===== src/rtl/pds_pkg.sv =====
// Shared types, sizing constants and helpers for the power distribution controller.
package pds_pkg;

   localparam int NUM_PORTS   = 4;    // number of PSE ports
   localparam int PORT_PWR    = 15;   // power units drawn by one enabled port
   localparam int PRIO_LEVELS = 4;    // 2-bit priority, 3 is highest
   localparam int PWR_W       = 8;    // width of budget and allocation
   localparam int ACC_W       = 9;    // scan accumulator, one bit of headroom over PWR_W
   localparam int SCAN_LEN    = PRIO_LEVELS * NUM_PORTS;
   localparam int CNT_W       = $clog2(SCAN_LEN);
   localparam int IDX_W       = $clog2(NUM_PORTS);

   typedef enum logic [1:0] {
      CAPTURE = 2'd0,
      SCAN    = 2'd1,
      COMMIT  = 2'd2
   } pds_state_e;

   // Extract the 2-bit priority field of port idx from the packed priority vector.
   function automatic logic [1:0] prio_of(input logic [2*NUM_PORTS-1:0] prio,
                                          input int unsigned             idx);
      logic [2*NUM_PORTS-1:0] sh;
      sh = prio >> (2 * idx);
      return sh[1:0];
   endfunction

endpackage


===== src/rtl/pds_pwr_sum.sv =====
// Allocated power for an enable vector: popcount(on) * PORT_PWR.
module pds_pwr_sum
   import pds_pkg::*;
(
   input  logic [NUM_PORTS-1:0] on_i,
   output logic [PWR_W-1:0]     pwr_o
);

   localparam int CW = $clog2(NUM_PORTS + 1);

   logic [CW-1:0] cnt;

   // Count enabled ports.
   always_comb begin
      cnt = '0;
      for (int i = 0; i < NUM_PORTS; i++) begin
         cnt = cnt + CW'(on_i[i]);
      end
   end

   assign pwr_o = PWR_W'(cnt) * PWR_W'(PORT_PWR);

endmodule


===== src/rtl/pds_alloc_ctrl.sv =====
// Power distribution controller: repeating priority scan (highest level first,
// lowest index first within a level) with first-fit budget packing. The result
// is committed atomically at the end of each scan; live kill conditions and the
// global shutdown act on the enable vector every cycle.
// Handshake: none. Inputs are level-sampled every cycle; scan_done is a
// one-cycle pulse coinciding with a new committed enable vector.
module pds_alloc_ctrl
   import pds_pkg::*;
(
   input  logic                   clk,
   input  logic                   rst,
   input  logic [NUM_PORTS-1:0]   det,
   input  logic [NUM_PORTS-1:0]   off,
   input  logic [2*NUM_PORTS-1:0] prio,
   input  logic [PWR_W-1:0]       pwr_bdj,
   input  logic                   ports_off,
   output logic [NUM_PORTS-1:0]   on,
   output logic [PWR_W-1:0]       pwr_alloc,
   output logic                   scan_done
);

   pds_state_e             state_q, state_d;
   logic [CNT_W-1:0]       cnt_q, cnt_d;
   logic [ACC_W-1:0]       accum_q, accum_d;
   logic [NUM_PORTS-1:0]   cand_q, cand_d;
   logic [NUM_PORTS-1:0]   elig_s_q, elig_s_d;
   logic [2*NUM_PORTS-1:0] prio_s_q, prio_s_d;
   logic [PWR_W-1:0]       bdj_s_q, bdj_s_d;
   logic [NUM_PORTS-1:0]   on_q, on_d;
   logic [PWR_W-1:0]       pwr_alloc_q, pwr_alloc_d;
   logic                   scan_done_q, scan_done_d;

   logic [NUM_PORTS-1:0]   kill;
   logic [IDX_W-1:0]       idx;
   logic [1:0]             level;
   logic [ACC_W:0]         sum;
   logic                   fits;
   logic                   grant;

   // A port is killed the moment detection is lost or it is forced off.
   assign kill  = ~det | off;

   // Scan position: cnt walks levels 3..0, and within a level ports 0..N-1.
   assign idx   = IDX_W'(cnt_q % CNT_W'(NUM_PORTS));
   assign level = 2'(PRIO_LEVELS - 1) - 2'(cnt_q / CNT_W'(NUM_PORTS));

   // Budget test uses one extra bit so a near-full accumulator cannot wrap.
   assign sum   = {1'b0, accum_q} + (ACC_W + 1)'(PORT_PWR);
   assign fits  = sum <= {2'b00, bdj_s_q};
   assign grant = elig_s_q[idx] && (prio_of(prio_s_q, 32'(idx)) == level) && fits;

   // Next-state, scan datapath and enable vector.
   always_comb begin
      state_d     = state_q;
      cnt_d       = cnt_q;
      accum_d     = accum_q;
      cand_d      = cand_q;
      elig_s_d    = elig_s_q;
      prio_s_d    = prio_s_q;
      bdj_s_d     = bdj_s_q;
      on_d        = on_q & ~kill;
      scan_done_d = 1'b0;

      case (state_q)
         CAPTURE: begin
            elig_s_d = det & ~off;
            prio_s_d = prio;
            bdj_s_d  = pwr_bdj;
            accum_d  = '0;
            cand_d   = '0;
            cnt_d    = '0;
            state_d  = SCAN;
         end
         SCAN: begin
            if (grant) begin
               cand_d[idx] = 1'b1;
               accum_d     = sum[ACC_W-1:0];
            end
            cnt_d = cnt_q + CNT_W'(1);
            if (cnt_q == CNT_W'(SCAN_LEN - 1)) begin
               state_d = COMMIT;
            end
         end
         COMMIT: begin
            // Kill still masks the freshly committed candidates.
            on_d        = cand_q & ~kill;
            scan_done_d = 1'b1;
            state_d     = CAPTURE;
         end
         default: begin
            state_d = CAPTURE;
         end
      endcase

      // Global shutdown aborts any scan and holds the block in CAPTURE.
      if (ports_off) begin
         on_d        = '0;
         scan_done_d = 1'b0;
         state_d     = CAPTURE;
      end
   end

   pds_pwr_sum u_pwr_sum (
      .on_i  (on_d),
      .pwr_o (pwr_alloc_d)
   );

   // State and output registers; reset overrides everything.
   always_ff @(posedge clk) begin
      if (rst) begin
         state_q     <= CAPTURE;
         cnt_q       <= '0;
         accum_q     <= '0;
         cand_q      <= '0;
         elig_s_q    <= '0;
         prio_s_q    <= '0;
         bdj_s_q     <= '0;
         on_q        <= '0;
         pwr_alloc_q <= '0;
         scan_done_q <= 1'b0;
      end else begin
         state_q     <= state_d;
         cnt_q       <= cnt_d;
         accum_q     <= accum_d;
         cand_q      <= cand_d;
         elig_s_q    <= elig_s_d;
         prio_s_q    <= prio_s_d;
         bdj_s_q     <= bdj_s_d;
         on_q        <= on_d;
         pwr_alloc_q <= pwr_alloc_d;
         scan_done_q <= scan_done_d;
      end
   end

   assign on        = on_q;
   assign pwr_alloc = pwr_alloc_q;
   assign scan_done = scan_done_q;

endmodule


===== config.mk =====
export PLATFORM = sky130hd
export DESIGN_NAME = pds_alloc_ctrl
export DESIGN_NICKNAME = d
export VERILOG_FILES = /design/src/rtl/pds_pkg.sv /design/src/rtl/pds_pwr_sum.sv /design/src/rtl/pds_alloc_ctrl.sv
export SDC_FILE = /design/constraint.sdc
export NUM_CORES = 1
export LEC_CHECK = 0
export ABC_CLOCK_PERIOD_IN_PS = 5200
export CAP_MARGIN = 15
export CORE_ASPECT_RATIO = 2
export CORE_MARGIN = 10
export CORE_UTILIZATION = 35
export DETAILED_ROUTE_END_ITERATION = 16
export PLACE_DENSITY = 0.53
export SETUP_SLACK_MARGIN = 0.3
export SYNTH_ARGS = -nofsm -noshare
export SYNTH_HDL_FRONTEND = slang
export SYNTH_SLANG_ARGS = --single-unit

===== constraint.sdc =====
create_clock -name clk -period 5.2 [get_ports clk]
set_input_delay 0.52 -clock clk [delete_from_list [all_inputs] [get_ports clk]]
set_output_delay 0.52 -clock clk [all_outputs]
set_load 0.01 [all_outputs]

==> results of run 1 <==
[worst max path at each step]
stage	to	cells past startpoint
2_1_floorplan	pwr_alloc[6]	16
3_3_place_gp	pwr_alloc[6]	14
3_5_place_dp	pwr_alloc[6]	14
4_1_cts	pwr_alloc[6]	15
5_1_grt	pwr_alloc[6]	15
6_report	pwr_alloc[6]	15
[kinds of logic (layout without fill, tap and decap cells)]
group,Yosys count,count (layout),share of synthesized area [%]
compound gates,59,59,14.47
xor+xnor,13,13,4.556
fa+ha+maj,24,24,11.84
buf+inv,36,69,5.637
flops,51,51,38.33
mux,6,6,2.255
other cells,1,1,0.1408
simple gates,116,116,22.78
[through the flow]
step	cells	utilization [%]
after floorplan	306	-
after global placement	425	41.47
after detailed placement	425	41.47
after CTS	433	43.54
after global routing	433	43.54
final	433	43.54
[state kept, by name, indices dropped and copies added, names as in the netlist]
| register | cells |
|---|---|
| accum_q | 9 |
| pwr_alloc | 7 |
| state_q | 2 |
| bdj_s_q | 8 |
| cand_q | 4 |
| on | 4 |
| prio_s_q | 8 |
| cnt_q | 4 |
| elig_s_q | 4 |
| scan_done | 1 |
[area by class of cell]
cell class	count	area [sq um]	area share [%]
inverters	21	78.83	2.417
clock inverters	2	16.27	0.4988
repair buffers	40	395.4	12.13
flip-flops and latches	51	1021	31.31
well taps	94	117.6	3.607
multi-input cells	219	1493	45.78
clock buffers	6	138.9	4.259
[routing by layer]
metal	wire length [um]	track usage, %	vias to the layer above
li1	-	-	1095
met1	2640	12.06	952
met2	2737	17.23	36
met3	275	2.879	5
met4	97	4.595	0
met5	0	0	-
[synth_stat cells (all sizes together) (2+ instances only)]
| cell | instances |
|---|---|
| ha | 22 |
| fa | 2 |
| nor4b | 5 |
| nand3 | 3 |
| xnor2 | 7 |
| nor4 | 2 |
| clkbuf | 11 |
| and2 | 3 |
| dfxtp | 51 |
| a21o | 6 |
| nand2 | 45 |
| nand3b | 4 |
| a21oi | 34 |
| nor2 | 16 |
| inv | 21 |
| mux2i | 6 |
| a21bo | 3 |
| buf | 4 |
| or3 | 2 |
| and4 | 2 |
| nand4 | 3 |
| nor2b | 10 |
| nor3 | 4 |
| nand2b | 10 |
| xor2 | 6 |
| o21ai | 4 |
[critical path, delay by kind of cell (launching register included)]
family	cells	cell delay, ns
adder cells (fa/ha/maj)	6	1.72
AO/OA/AOI/OAI	2	0.23
flip-flops	1	0.59
buffers and inverters	3	0.19
multiplexers	1	0.18
AND/OR/NAND/NOR	3	0.79
[power by group]
part           switching, W  internal, W   total, W
Sequential       0.00000658     0.000400   0.000407
Clock              0.000145     0.000192   0.000338
Combinational     0.0000317    0.0000341  0.0000658
==> results.yml, run 1 <==
status:
  outcome: "complete, no violations"
global_route:
  grt_max_degree: 40
  grt_pass1_vias: 2126
  grtUsageTotal_pct: 10.43
  grt_pass1_wl_mm: 9.701
  overflow: 0
  antenna_found_initial: 0
drt:
  drc: 0
  first_pass_iters: 4
  avgRoutedWirePerCell_um: 13.28
  drtIter0Drc: 107
  viasPerCell: 4.822
  wirelength_mm: 5.751
  vias: 2088
  postRouteAntennaNets: 0
sta:
  final_max_slew_viol_count: 0
  rsz0062_at_grt: "no"
  fin_crit_ns: 3.758
  final-setup-viol-count: 0
  fin_ws_ns: 1.442
  fmax_mhz: 266.1
  maxSlewHeadroom_pct: 53.00
  finalClockSkew_ns: 0.005461
  holdWs_ns: 0.4544
  post-route-period-util_pct: 72.28
  tightest_slew_ns: 0.7050
  hold_violations: 0
  tns_ns: 0
worst_setup_path:
  r2r_cells: 15
  required_ns: 5.43
  cp_cell_sequence: "nand2b_1 > mux2i_1 > nor4b_1 > ha_1 > fa_1 > inv_1 > ha_1 > inv_1 > ha_1 > ha_1 > inv_1 > fa_1 > nor2b_1 > o21ai_0 > a21oi_1"
  cp-end-kind: "flip-flop"
  path_max_fanout: 12
  cpMaxStageDelayCell: "dfxtp_1"
  start_kind: "flip-flop"
  timing.rr.start: "state_q[1]"
  crit_arrival_ns: 3.99
  setup.worst_path.start: "state_q[1]"
  rr_endpoint: "pwr_alloc[6]"
  worst-setup-path-type: "reg2reg"
  worst_path_most_repeated_cell: "ha_1"
  rrSetupSlack_ns: 1.44
  cpPeakStageDelay_ns: 0.59
clock_tree:
  root_buffer: "clkbuf_16"
  cts_tree: "built"
  clk_latency_ns: 0.29
  htree_levels: 2
  cts_hold_buf: 0
  cts_resized: 0
  cts_sinks: 51
  cts_buffer_depth: 2
  path_clk_slew_ns: 0.07
  post_cts_buffers: 0
  cts_buffers: 5
yosys:
  yosysWarnings: 0
  syn-cell-area_sq_um: 2664
  synth_seq_cells: 51
  ys_types: 49
  synthFlopType: "dfxtp_1"
  synth_edf_count: 0
  ys_seq_area_share_pct: 38.33
  synth_area_per_cell_sq_um: 8.705
  synth_fp_nets: 357
  synthTopCellsByArea: "dfxtp_1, ha_1, a21oi_1"
  synthCells: 306
  yosys.area.top_type: "dfxtp_1"
  synth_top_area_share_pct: 38.33
  synth-async-reset-ratio_pct: 0
min_path:
  whs_path_depth: 2
  min_to: "bdj_s_q[6]"
  hp-start: "bdj_s_q[6]"
  hp-class: "reg2reg"
pwr:
  ir_worst_vdd_uv: 192.8
  power_leakage_nw: 1.360
  power_w: 0.0008104
  powerDensity_nw_per_um2: 248.5
finish:
  fillers: 780
  n_antenna_cell: 0
  synthToLayoutAreaGrowth_pct: 22.40
  final_common_cell: "dfxtp_1"
  nets: 389
  fin_area_sq_um: 3261
  final_cell_mix: "dfxtp_1, nand2_1, clkdlybuf4s50_1, a21oi_1, ha_1"
  drive_gt1_share_pct: 4.425
die:
  fp.dieH_um: 143.4
  die_width_um: 81.69
  die-area_sq_um: 11710
  core.rowCount: 45
  start_util_pct: 35.57
  io_pins: 40
  coreArea_sq_um: 7488
placement:
  hpwl_mm: 4.481
  finalWeightedCongestion: 0.8133
  portBuffers: 38
  detailed_place.area_sq_um: 3105
  place_ws_ns: 1.359
run:
  max_cap_viol_count: 0
Note: power is estimated with default switching activity, not from simulation.
==> run 2, diff against run 1 <==
--- a/config.mk
+++ b/config.mk
@@ -5,7 +5,7 @@
 export SDC_FILE = /design/constraint.sdc
 export NUM_CORES = 1
 export LEC_CHECK = 0
-export ABC_CLOCK_PERIOD_IN_PS = 5200
+export ABC_CLOCK_PERIOD_IN_PS = 3500
 export CAP_MARGIN = 15
 export CORE_ASPECT_RATIO = 2
 export CORE_MARGIN = 10
==> constraint.sdc (replaced) <==
create_clock -name clk -period 3.5 [get_ports clk]
set_input_delay 0.35 -clock clk [delete_from_list [all_inputs] [get_ports clk]]
set_output_delay 0.35 -clock clk [all_outputs]
set_load 0.01 [all_outputs]
==> results.yml, run 2 (synthesized netlist as in run 1, its figures left out) <==
sta:
  fin_crit_ns: 3.099
  maxSlewHeadroom_pct: 54.87
  final_max_slew_viol_count: 0
  rsz0062_at_grt: "yes"
  holdWs_ns: 0.4538
  finalClockSkew_ns: 0.004328
  fmax_mhz: 322.6
  post-route-period-util_pct: 88.56
  hold_violations: 0
  tightest_slew_ns: 0.6769
  final-setup-viol-count: 0
pwr:
  switching_share_pct: 21.97
  powerDensity_nw_per_um2: 357.3
  power_leakage_nw: 1.399
  comb_power_share_pct: 8.4
  p_seq_share_pct: 49.5
  p_clk_share_pct: 42.1
  internal-power_w: 0.0009524
  p_sw_w: 0.0002682
  ir_worst_vdd_uv: 266.5
  power_w: 0.001221
die:
  fp.dieH_um: 143.4
  io_pins: 40
  die-area_sq_um: 11710
  start_util_pct: 35.57
  coreArea_sq_um: 7488
  die_width_um: 81.69
  core.rowCount: 45
drt:
  vias: 2125
  viasPerCell: 4.852
  postRouteAntennaNets: 0
  wirelength_mm: 5.916
  avgRoutedWirePerCell_um: 13.51
  drtIter0Drc: 77
  first_pass_iters: 4
  drc: 0
finish:
  regMostFlops: "accum_q"
  final_cell_mix: "dfxtp_1, nand2_1, clkdlybuf4s50_1, a21oi_1, ha_1"
  synthToLayoutAreaGrowth_pct: 28.23
  n_antenna_cell: 0
  fillers: 740
  final_common_cell: "dfxtp_1"
  fin_util_pct: 45.61
  reg.largest.list: "accum_q x9, bdj_s_q x8, prio_s_q x8"
  regArea_sq_um: 1022
  multi_input_area_sq_um: 1602
  nets: 394
  largest_reg_flops: 9
  drive_gt1_share_pct: 11.63
placement:
  finalWeightedCongestion: 0.8071
  portBuffers: 38
  hpwl_mm: 4.578
worst_setup_path:
  required_ns: 3.72
  start_kind: "flip-flop"
  worst-setup-path-type: "reg2reg"
  cpMaxStageDelayCell: "fa_2"
  cp-end-kind: "flip-flop"
  path_max_fanout: 4
  crit_arrival_ns: 3.32
  cpPeakStageDelay_ns: 0.39
  crit_buf_inv: 3
  cp_cell_sequence: "nand2b_4 > mux2i_2 > nor4b_2 > ha_1 > fa_2 > inv_2 > ha_4 > inv_2 > ha_4 > ha_4 > inv_2 > fa_2 > nor2b_2 > o21ai_1 > a21oi_1"
  crit_family: "adder cells"
clock_tree:
  root_buffer: "clkbuf_16"
  clk_latency_ns: 0.29
  cts_sinks: 51
  cts_buffers: 5
  cts_tree: "built"
  path_clk_slew_ns: 0.07
  cts_buffer_depth: 2
  htree_levels: 2
global_route:
  antenna_found_initial: 0
  overflow: 0
  grt_pass1_vias: 2256
  grt_max_degree: 40
  grtUsageTotal_pct: 11.00
  grt_pass1_wl_mm: 10.36
min_path:
  hp-class: "reg2reg"
run:
  max_cap_viol_count: 0
status:
  outcome: "complete, no violations"
[run 2: what timing repair did]
item                       CTS  global route
pin swaps                    3            11
setup endpoints to repair    3            12
hold buffers                 0             0
setup buffers                0             1
resized for setup            7            17
[run 2: final timing paths]
check | startpoint | end | slack [ns] | cells after the start
max reg2reg | state_q[0] | pwr_alloc[6] | 0.40 | 15
min reg2reg | bdj_s_q[3] | bdj_s_q[3] | 0.45 | 2
max | state_q[0] | pwr_alloc[6] | 0.40 | 15
min | bdj_s_q[3] | bdj_s_q[3] | 0.45 | 2
[run 2: stage by stage]
step / instance area, sq um / cells / worst slack (ns) / TNS (ns)
floorplan: 2678 / 306 / 0.3466 / 0
global placement: 3148 / 429 / 0.07017 / 0
detailed placement: 3148 / 429 / -0.07742 / -0.1382
CTS: 3347 / 437 / 0.3020 / 0
global route: 3416 / 438 / 0.2450 / 0
finish: 3416 / 438 / 0.4005 / 0
[run 2: worst register-to-register path: cells and delay by family (launching register included)]
family	cells	cell delay, ns
AO/OA/AOI/OAI	2	0.20
adder cells (fa/ha/maj)	6	1.59
buffers and inverters	3	0.16
AND/OR/NAND/NOR	3	0.60
flip-flops	1	0.32
multiplexers	1	0.16
[run 2: final cells by class]
type,instances,share of cell area [%]
clock inverter,1,0.2198
timing repair buffer,45,12.75
sequential,51,29.93
inverter,21,2.308
multi-input combinational,219,46.89
clock buffer,7,4.469
tap,94,3.443
[run 2: layer usage]
layer	track usage, %	routed length, um	vias up
met5	0	0	-
met4	3.784	83	0
met3	2.753	176	6
met2	18.65	2978	34
met1	12.90	2677	983
li1	-	-	1102
[run 2: power by group through the flow]
| stage | registers, W | clock network (W) | logic [W] |
|---|---|---|---|
| 2_1_floorplan | 0.000615 | 0 | 0.0000556 |
| 3_3_place_gp | 0.000617 | 0 | 0.0000993 |
| 3_5_place_dp | 0.000618 | 0 | 0.000102 |
| 4_1_cts | 0.000605 | 0.000531 | 0.000103 |
| 5_1_grt | 0.000607 | 0.000553 | 0.000115 |
| 6_report | 0.000605 | 0.000514 | 0.000102 |
==> run 3, diff against run 2 <==
--- a/config.mk
+++ b/config.mk
@@ -13,6 +13,7 @@
 export DETAILED_ROUTE_END_ITERATION = 16
 export PLACE_DENSITY = 0.53
 export SETUP_SLACK_MARGIN = 0.3
+export SKIP_CTS_REPAIR_TIMING = 1
 export SYNTH_ARGS = -nofsm -noshare
 export SYNTH_HDL_FRONTEND = slang
 export SYNTH_SLANG_ARGS = --single-unit
==> results.yml, run 3 (synthesized netlist as in run 1, its figures left out) <==
status:
  outcome: "complete, no violations"
global_route:
  grt_max_degree: 40
  grtUsageTotal_pct: 10.99
  overflow: 0
  grt_pass1_wl_mm: 10.35
  grt_pass1_vias: 2252
  antenna_found_initial: 0
worst_setup_path:
  cpMaxStageDelayCell: "clkdlybuf4s50_1"
  cp_cell_sequence: "clkdlybuf4s50_1 > nor4b_2 > ha_1 > fa_2 > inv_2 > ha_4 > inv_2 > ha_4 > ha_4 > inv_2 > fa_2 > nor2b_2 > nor3_1"
  start_kind: "primary input"
  path_max_fanout: 5
  crit_arrival_ns: 3.35
  worst-setup-path-type: "in2reg"
  cp-end-kind: "flip-flop"
  cpPeakStageDelay_ns: 0.55
  rrSetupSlack_ns: 0.36
  required_ns: 3.71
finish:
  largest_reg_flops: 9
  synthToLayoutAreaGrowth_pct: 28.51
  final_cell_mix: "dfxtp_1, nand2_1, clkdlybuf4s50_1, a21oi_1, ha_1"
  n_antenna_cell: 0
  regMostFlops: "accum_q"
  drive_gt1_share_pct: 12.17
  final_cells: 439
  final_common_cell: "dfxtp_1"
  fillers: 742
  reg.largest.list: "accum_q x9, bdj_s_q x8, prio_s_q x8"
  nets: 395
die:
  fp.dieH_um: 143.4
  die_width_um: 81.69
  io_pins: 40
  core.rowCount: 45
  die-area_sq_um: 11710
  coreArea_sq_um: 7488
  start_util_pct: 35.57
pwr:
  ir_worst_vdd_uv: 266.5
  powerDensity_nw_per_um2: 356.4
  power_leakage_nw: 1.396
sta:
  tightest_slew_ns: 0.6773
  hold_violations: 0
  final_max_slew_viol_count: 0
  final-setup-viol-count: 0
  fmax_mhz: 318.8
  fin_ws_ns: 0.3628
  post-route-period-util_pct: 89.63
  finalClockSkew_ns: 0.004222
  rsz0062_at_grt: "yes"
  fin_crit_ns: 3.137
  maxSlewHeadroom_pct: 54.85
  holdWs_ns: 0.4538
clock_tree:
  htree_levels: 2
  clk_latency_ns: 0.29
  cts_buffer_depth: 2
  cts_sinks: 51
  cts_tree: "built"
  cts_buffers: 5
  path_clk_slew_ns: 0.07
  root_buffer: "clkbuf_16"
drt:
  drc: 0
  avgRoutedWirePerCell_um: 13.50
  wirelength_mm: 5.926
  first_pass_iters: 4
  drtIter0Drc: 74
  viasPerCell: 4.845
  vias: 2127
  postRouteAntennaNets: 0
placement:
  place_ws_ns: -0.07742
  portBuffers: 38
  numPlacedInstances: 429
  finalWeightedCongestion: 0.8071
  hpwl_mm: 4.578
min_path:
  hp-class: "reg2reg"
run:
  max_cap_viol_count: 0
run 3: changes by cell type in the layout (fill, tap and decap cells not counted):
cell,delta
nor2b_1,-1
buf_4,+1
nor2b_2,+1
clkdlybuf4s50_1,+1
dlymetal6s2s_1,-1
run 3: worst paths after layout:
path	from	end	cells after the start
max	ports_off	pwr_alloc[4]	13
min	bdj_s_q[3]	bdj_s_q[3]	2
max reg2reg	state_q[0]	pwr_alloc[4]	14
min reg2reg	bdj_s_q[3]	bdj_s_q[3]	2
run 3: critical path, delay by kind of cell:
kind / cells / cell delay [ns]
buffers and inverters: 4 / 0.71
AND/OR/NAND/NOR: 3 / 0.69
adder cells (fa/ha/maj): 6 / 1.59
run 3: layout make-up:
| type | instances | area (sq um) | share of cell area, % |
|---|---|---|---|
| inverter | 21 | 78.83 | 2.303 |
| timing repair buffer | 46 | 440.4 | 12.87 |
| clock buffer | 7 | 152.6 | 4.459 |
| clock inverter | 1 | 7.507 | 0.2193 |
| sequential | 51 | 1022 | 29.86 |
| tap | 94 | 117.6 | 3.436 |
| multi-input combinational | 219 | 1604 | 46.86 |
run 3: power by group:
part	leakage, nW	internal [W]	switching (W)	total, W
Combinational	0.904	0.0000533	0.0000488	0.000102
Sequential	0.416	0.000595	0.00000946	0.000605
Clock	0.0761	0.000304	0.000209	0.000513
Total	1.40	0.000953	0.000268	0.00122
run 3: through the flow:
step	cell area [sq um]	setup TNS, ns	utilization [%]	power (W)
finish	3423	0	45.71	0.001220
global route	3423	0	45.71	0.001275
CTS	3308	0	44.18	0.001238
detailed placement	3148	-0.1382	42.04	0.0007196
global placement	3148	0	42.04	0.0007167
floorplan	2678	0	-	0.0006708
run 3: per-layer routing:
metal	global-route usage [%]	vias to the layer above	part of all wire, %
met5	0	-	0
met4	3.784	0	1.4
met3	2.753	6	2.9
met2	18.61	31	51
met1	12.90	988	45
li1	-	1102	-
